[src/rtl/scrambler_pkg.sv]
// Shared PCIe Gen1/Gen2 scrambler constants and the 8-step LFSR helper.
package scrambler_pkg;

  localparam int unsigned SYM_W  = 8;
  localparam int unsigned LFSR_W = 16;
  localparam int unsigned GAP_W  = 16;

  localparam logic [SYM_W-1:0]  K28_5_COM = 8'hBC;
  localparam logic [SYM_W-1:0]  K28_0_SKP = 8'h1C;
  localparam logic [LFSR_W-1:0] LFSR_SEED = 16'hFFFF;
  // x^5 + x^4 + x^3 + 1 feedback taps of G(x) = x^16+x^5+x^4+x^3+1
  localparam logic [LFSR_W-1:0] LFSR_TAPS = 16'h0039;

  typedef struct packed {
    logic [LFSR_W-1:0] next_lfsr;
    logic [SYM_W-1:0]  scramble_byte;
  } lfsr_step_t;

  // Eight Galois steps; scramble bit i is lfsr[15] before step i (LSB first).
  function automatic lfsr_step_t lfsr_adv8(input logic [LFSR_W-1:0] lfsr);
    lfsr_step_t        res;
    logic [LFSR_W-1:0] s;
    s   = lfsr;
    res = '0;
    for (int i = 0; i < int'(SYM_W); i++) begin
      res.scramble_byte[i] = s[LFSR_W-1];
      s = {s[LFSR_W-2:0], 1'b0} ^ (s[LFSR_W-1] ? LFSR_TAPS : LFSR_W'(0));
    end
    res.next_lfsr = s;
    return res;
  endfunction

endpackage

[src/rtl/pcie_lfsr8.sv]
// 16-bit scrambler LFSR with seed load, hold and 8-step advance.
module pcie_lfsr8
  import scrambler_pkg::*;
(
  input  logic             clk,
  input  logic             rst,
  input  logic             load_seed_i,
  input  logic             advance_i,
  output logic [SYM_W-1:0] scramble_byte_c
);

  logic [LFSR_W-1:0] lfsr_q;
  logic [LFSR_W-1:0] lfsr_d;
  lfsr_step_t        step_c;

  assign step_c          = lfsr_adv8(lfsr_q);
  assign scramble_byte_c = step_c.scramble_byte;

  // Seed load has priority over advance; otherwise hold.
  always_comb begin
    lfsr_d = lfsr_q;
    if (load_seed_i) begin
      lfsr_d = LFSR_SEED;
    end else if (advance_i) begin
      lfsr_d = step_c.next_lfsr;
    end
  end

  // LFSR state register.
  always_ff @(posedge clk or posedge rst) begin
    if (rst) begin
      lfsr_q <= LFSR_SEED;
    end else begin
      lfsr_q <= lfsr_d;
    end
  end

endmodule

[src/rtl/scrambler_pcie_rx.sv]
// Receive-side PCIe descrambler that syncs on COM, holds on SKP and tracks lock.
module scrambler_pcie_rx
  import scrambler_pkg::*;
#(
  parameter int unsigned LOCK_TIMEOUT = 2048
) (
  input  logic             clk,
  input  logic             rst,
  input  logic             valid_in,
  input  logic [SYM_W-1:0] din,
  input  logic             k_in,
  input  logic             dis_scrambler_in,
  output logic             valid_out,
  output logic [SYM_W-1:0] dout,
  output logic             k_out,
  output logic             dis_scrambler_out,
  output logic             locked,
  output logic             lock_lost
);

  localparam logic [0:0] ST_UNLOCKED = 1'b0;
  localparam logic [0:0] ST_LOCKED   = 1'b1;
  // Gap value that, once one more non-COM arrives, hits the timeout.
  localparam logic [GAP_W-1:0] GAP_LAST = GAP_W'(LOCK_TIMEOUT - 1);
  localparam logic [GAP_W-1:0] GAP_MAX  = GAP_W'(LOCK_TIMEOUT);

  logic [0:0]       state_q, state_d;
  logic [GAP_W-1:0] gap_q, gap_d;
  logic             valid_q, valid_d;
  logic [SYM_W-1:0] dout_q, dout_d;
  logic             k_q, k_d;
  logic             dis_q, dis_d;
  logic             lost_q, lost_d;

  logic             is_com_c;
  logic             is_skp_c;
  logic             load_seed_c;
  logic             advance_c;
  logic [SYM_W-1:0] scramble_c;

  assign is_com_c    = k_in && (din == K28_5_COM);
  assign is_skp_c    = k_in && (din == K28_0_SKP);
  assign load_seed_c = valid_in && is_com_c;
  assign advance_c   = valid_in && !is_com_c && !is_skp_c;

  pcie_lfsr8 u_lfsr (
    .clk             (clk),
    .rst             (rst),
    .load_seed_i     (load_seed_c),
    .advance_i       (advance_c),
    .scramble_byte_c (scramble_c)
  );

  // Next-state: lock FSM, gap counter and output payload for an accepted symbol.
  always_comb begin
    state_d = state_q;
    gap_d   = gap_q;
    valid_d = valid_in;
    dout_d  = dout_q;
    k_d     = k_q;
    dis_d   = dis_q;
    lost_d  = 1'b0;
    if (valid_in) begin
      k_d    = k_in;
      dis_d  = dis_scrambler_in;
      dout_d = din;
      if (!k_in && (state_q == ST_LOCKED) && !dis_scrambler_in) begin
        dout_d = din ^ scramble_c;
      end
      if (is_com_c) begin
        state_d = ST_LOCKED;
        gap_d   = '0;
      end else if (state_q == ST_LOCKED) begin
        if (gap_q >= GAP_LAST) begin
          state_d = ST_UNLOCKED;
          gap_d   = GAP_MAX;
          lost_d  = 1'b1;
        end else begin
          gap_d = gap_q + GAP_W'(1);
        end
      end
    end
  end

  // State and output registers.
  always_ff @(posedge clk or posedge rst) begin
    if (rst) begin
      state_q <= ST_UNLOCKED;
      gap_q   <= '0;
      valid_q <= 1'b0;
      dout_q  <= '0;
      k_q     <= 1'b0;
      dis_q   <= 1'b0;
      lost_q  <= 1'b0;
    end else begin
      state_q <= state_d;
      gap_q   <= gap_d;
      valid_q <= valid_d;
      dout_q  <= dout_d;
      k_q     <= k_d;
      dis_q   <= dis_d;
      lost_q  <= lost_d;
    end
  end

  assign valid_out         = valid_q;
  assign dout              = dout_q;
  assign k_out             = k_q;
  assign dis_scrambler_out = dis_q;
  assign locked            = (state_q == ST_LOCKED);
  assign lock_lost         = lost_q;

endmodule

[config.mk]
export PLATFORM = sky130hd
export DESIGN_NAME = scrambler_pcie_rx
export DESIGN_NICKNAME = d
export VERILOG_FILES = /design/src/rtl/scrambler_pkg.sv /design/src/rtl/pcie_lfsr8.sv /design/src/rtl/scrambler_pcie_rx.sv
export SDC_FILE = /design/constraint.sdc
export NUM_CORES = 1
export LEC_CHECK = 0
export CAP_MARGIN = 20
export CORE_AREA = 5 5 79 81
export CTS_CLUSTER_DIAMETER = 80
export DETAILED_ROUTE_END_ITERATION = 6
export DIE_AREA = 0 0 84 86
export GPL_ROUTABILITY_DRIVEN = 0
export PLACE_DENSITY = 0.63
export SETUP_SLACK_MARGIN = 0.5
export SYNTH_ARGS = -nofsm -noshare
export SYNTH_HDL_FRONTEND = slang
export SYNTH_SLANG_ARGS = --single-unit
[constraint.sdc]
create_clock -name clk -period 3.4 [get_ports clk]
set_clock_uncertainty 0.2 [all_clocks]
set_input_delay 0.85 -clock clk [delete_from_list [all_inputs] [get_ports clk]]
set_output_delay 0.85 -clock clk [all_outputs]
set_load 0.02 [all_outputs]
==> flow_metrics.tcl <==
set metrics [dict create \
    coreArea_sq_um 5410 \
    cts_sinks 45 \
    drc 0 \
    hpwl_um 3740 \
    fin_nets 293 \
    grt.overflow.total 0 \
    ys_ff_latch 45 \
    relSlewSlack_pct 49.5 \
    drive_gt1_share_pct 14.0 \
    cts_post_setup_buffers_inserted 0 \
    synthCells 255 \
    grt_setup_unrepaired "false" \
    start_kind "register" \
    portBuffers 25 \
    holdBufCountCts 0 \
    start_util_pct 44.4 \
    grt_antenna_before_repair 0 \
    fin_crit_ps 2630 \
    synth_edf_count 0 \
    powerDensity_nw_per_um2 618 \
    cp-end-kind "output port" \
    avgViaCountPerCell 5.23 \
    worst-setup-path-type "register to output port" \
    cts_tree "yes" \
    grt_pass1_vias 1896 \
    area_delta_synth_final_pct 17.6 \
    slew_viol_final 0 \
    setup_tns_ps 0 \
    period_share_pct 77.2 \
    grt_max_degree 37 \
    wirelength_um 5190 \
    avgSynthCellArea_sq_um 9.40 \
    rows 27 \
    dieArea_sq_um 7220 \
    critical_path_required_ps 2350 \
    netlist_area_sq_um 2400 \
    synth_area_leaders "dfrtp_1, dfstp_2, xor2_1" \
    cts_buffers 5 \
    ctsHtreeMaxLevel 2 \
    die_h_um 86 \
    timing.fmax_mhz 381 \
    ys_seq_area_share_pct 47.8 \
    ant_nets 0 \
    critPathBufInv 1 \
    p_leak_nw 1.16 \
    worstPathMaxFanout 13 \
    crit_chain "clkdlybuf4s50_1" \
    yosysTopAreaCell "dfrtp_1" \
    outcome "complete, no violations" \
    layout_common_cells "nor2_1, nand2_1, dfrtp_1" \
    crit_family "buffers and inverters" \
    ys.flop_type "dfrtp_1" \
    num_vias 1836 \
    cts_resized 0 \
    whs_ps 267 \
    cts.clk_slew.worst_paths_ps 80 \
    drv_cap 0 \
    grt_use_total_pct 15.5 \
    drt_iter0_drc 58 \
    min_path_type "register to register" \
    routedWlPerCell_um 14.8 \
    slowest_delay_ps 680 \
    syn-num-nets 269 \
    arrival_ps 1580 \
    synth_cell_types 44 \
    diodes 0 \
    root_buffer "clkbuf_8" \
    grt_pass1_wl_um 9120 \
    peakVddDrop_v 0.000365 \
    synth_top_area_share_pct 30.3 \
    yosys_warnings 0 \
    worst_skew_pair.late_latency_ps 300 \
    hold_viol_final 0 \
    final_core_util_pct 52.2 \
    setup_viol 0 \
    cts_buffer_depth 2 \
    final_common_cell "nor2_1" \
    die_w_um 84 \
    tightest_slew_ps 757 \
    async_flop_share_pct 100 \
    ioPinCount 26 \
    cp_slowest_cell "clkdlybuf4s50_1" \
    fillCellCount 527 \
    dr.pass1.iters 6 \
]
-- worst paths after layout --
path,startpoint,end,slack [ps],cells after the start
worst max-delay path,locked$_DFFE_PP0P_,locked,770,1
worst min-delay path,u_lfsr.lfsr_q[6]$_DFFE_PP1P_,u_lfsr.lfsr_q[6]$_DFFE_PP1P_,270,2
worst max register to register,gap_q[0]$_DFFE_PP0P_,gap_q[7]$_DFFE_PP0P_,1230,6
worst min register to register,u_lfsr.lfsr_q[6]$_DFFE_PP1P_,u_lfsr.lfsr_q[6]$_DFFE_PP1P_,270,2
max in group asynchronous,rst,u_lfsr.lfsr_q[7]$_DFFE_PP1P_,1500,3
min in group asynchronous,rst,gap_q[13]$_DFFE_PP0P_,810,2
-- kinds of logic (layout without fill, tap and decap cells) --
| family | count (synthesis) | in the layout | synth area share, % |
|---|---|---|---|
| flops | 45 | 45 | 47.8 |
| xor+xnor | 28 | 28 | 10.2 |
| mux | 3 | 3 | 1.41 |
| fa+ha+maj | 1 | 1 | 0.522 |
| simple gates | 100 | 100 | 21.1 |
| buf+inv | 19 | 43 | 3.29 |
| compound gates | 59 | 59 | 15.6 |
-- synthesized netlist by cell type, types with 3 or more instances --
cell / n
nor2_1: 35
nand2_1: 34
dfrtp_1: 29
o21ai_1: 21
dfstp_2: 16
xor2_1: 16
xnor2_1: 12
a21oi_1: 11
clkbuf_1: 7
buf_2: 6
inv_1: 5
nand3_1: 5
nor3_1: 5
a22o_1: 4
a31oi_1: 4
o21a_1: 4
and3_1: 3
nand4_1: 3
nor2b_1: 3
-- area by class of cell --
class / count / area [sq um] / share of cell area (%)
Clock buffer: 7 / 86.3 / 3.06
Tap cell: 72 / 90.1 / 3.19
Multi-Input combinational cell: 191 / 1180 / 42.0
Sequential cell: 45 / 1150 / 40.6
Timing Repair Buffer: 31 / 295 / 10.5
Inverter: 5 / 18.8 / 0.665
-- power breakdown --
| group | switching, mW | internal (mW) |
|---|---|---|
| sequential | 0.126 | 0.713 |
| clock | 0.178 | 0.162 |
| combinational | 0.274 | 0.291 |
-- stage by stage --
step	instance area, sq um	total power, mW	setup slack, ps	instances
after CTS	2820	1.77	754	351
after detailed placement	2730	1.42	510	344
after global routing	2820	1.88	707	351
after floorplan	2400	1.29	1150	255
after global placement	2730	1.41	501	344
final	2820	1.74	774	351
-- registers in the layout, indices dropped and copies added, names as in the netlist --
| signal | flops |
|---|---|
| dout | 8 |
| u_lfsr.lfsr_q | 16 |
| dis_scrambler_out | 1 |
| lock_lost | 1 |
| valid_out | 1 |
| locked | 1 |
| gap_q | 16 |
| k_out | 1 |
-- routing by layer --
metal / wire [um] / part of all wire [%] / GRT usage [%] / vias up
li1: - / - / - / 923
met5: 0 / 0 / 0 / -
met3: 198 / 3.8 / 3.75 / 4
met1: 2410 / 46 / 20.0 / 882
met2: 2550 / 49 / 26.0 / 27
met4: 28 / 0.54 / 4.68 / 0
No activity file was read; power rests on OpenSTA's default activity.
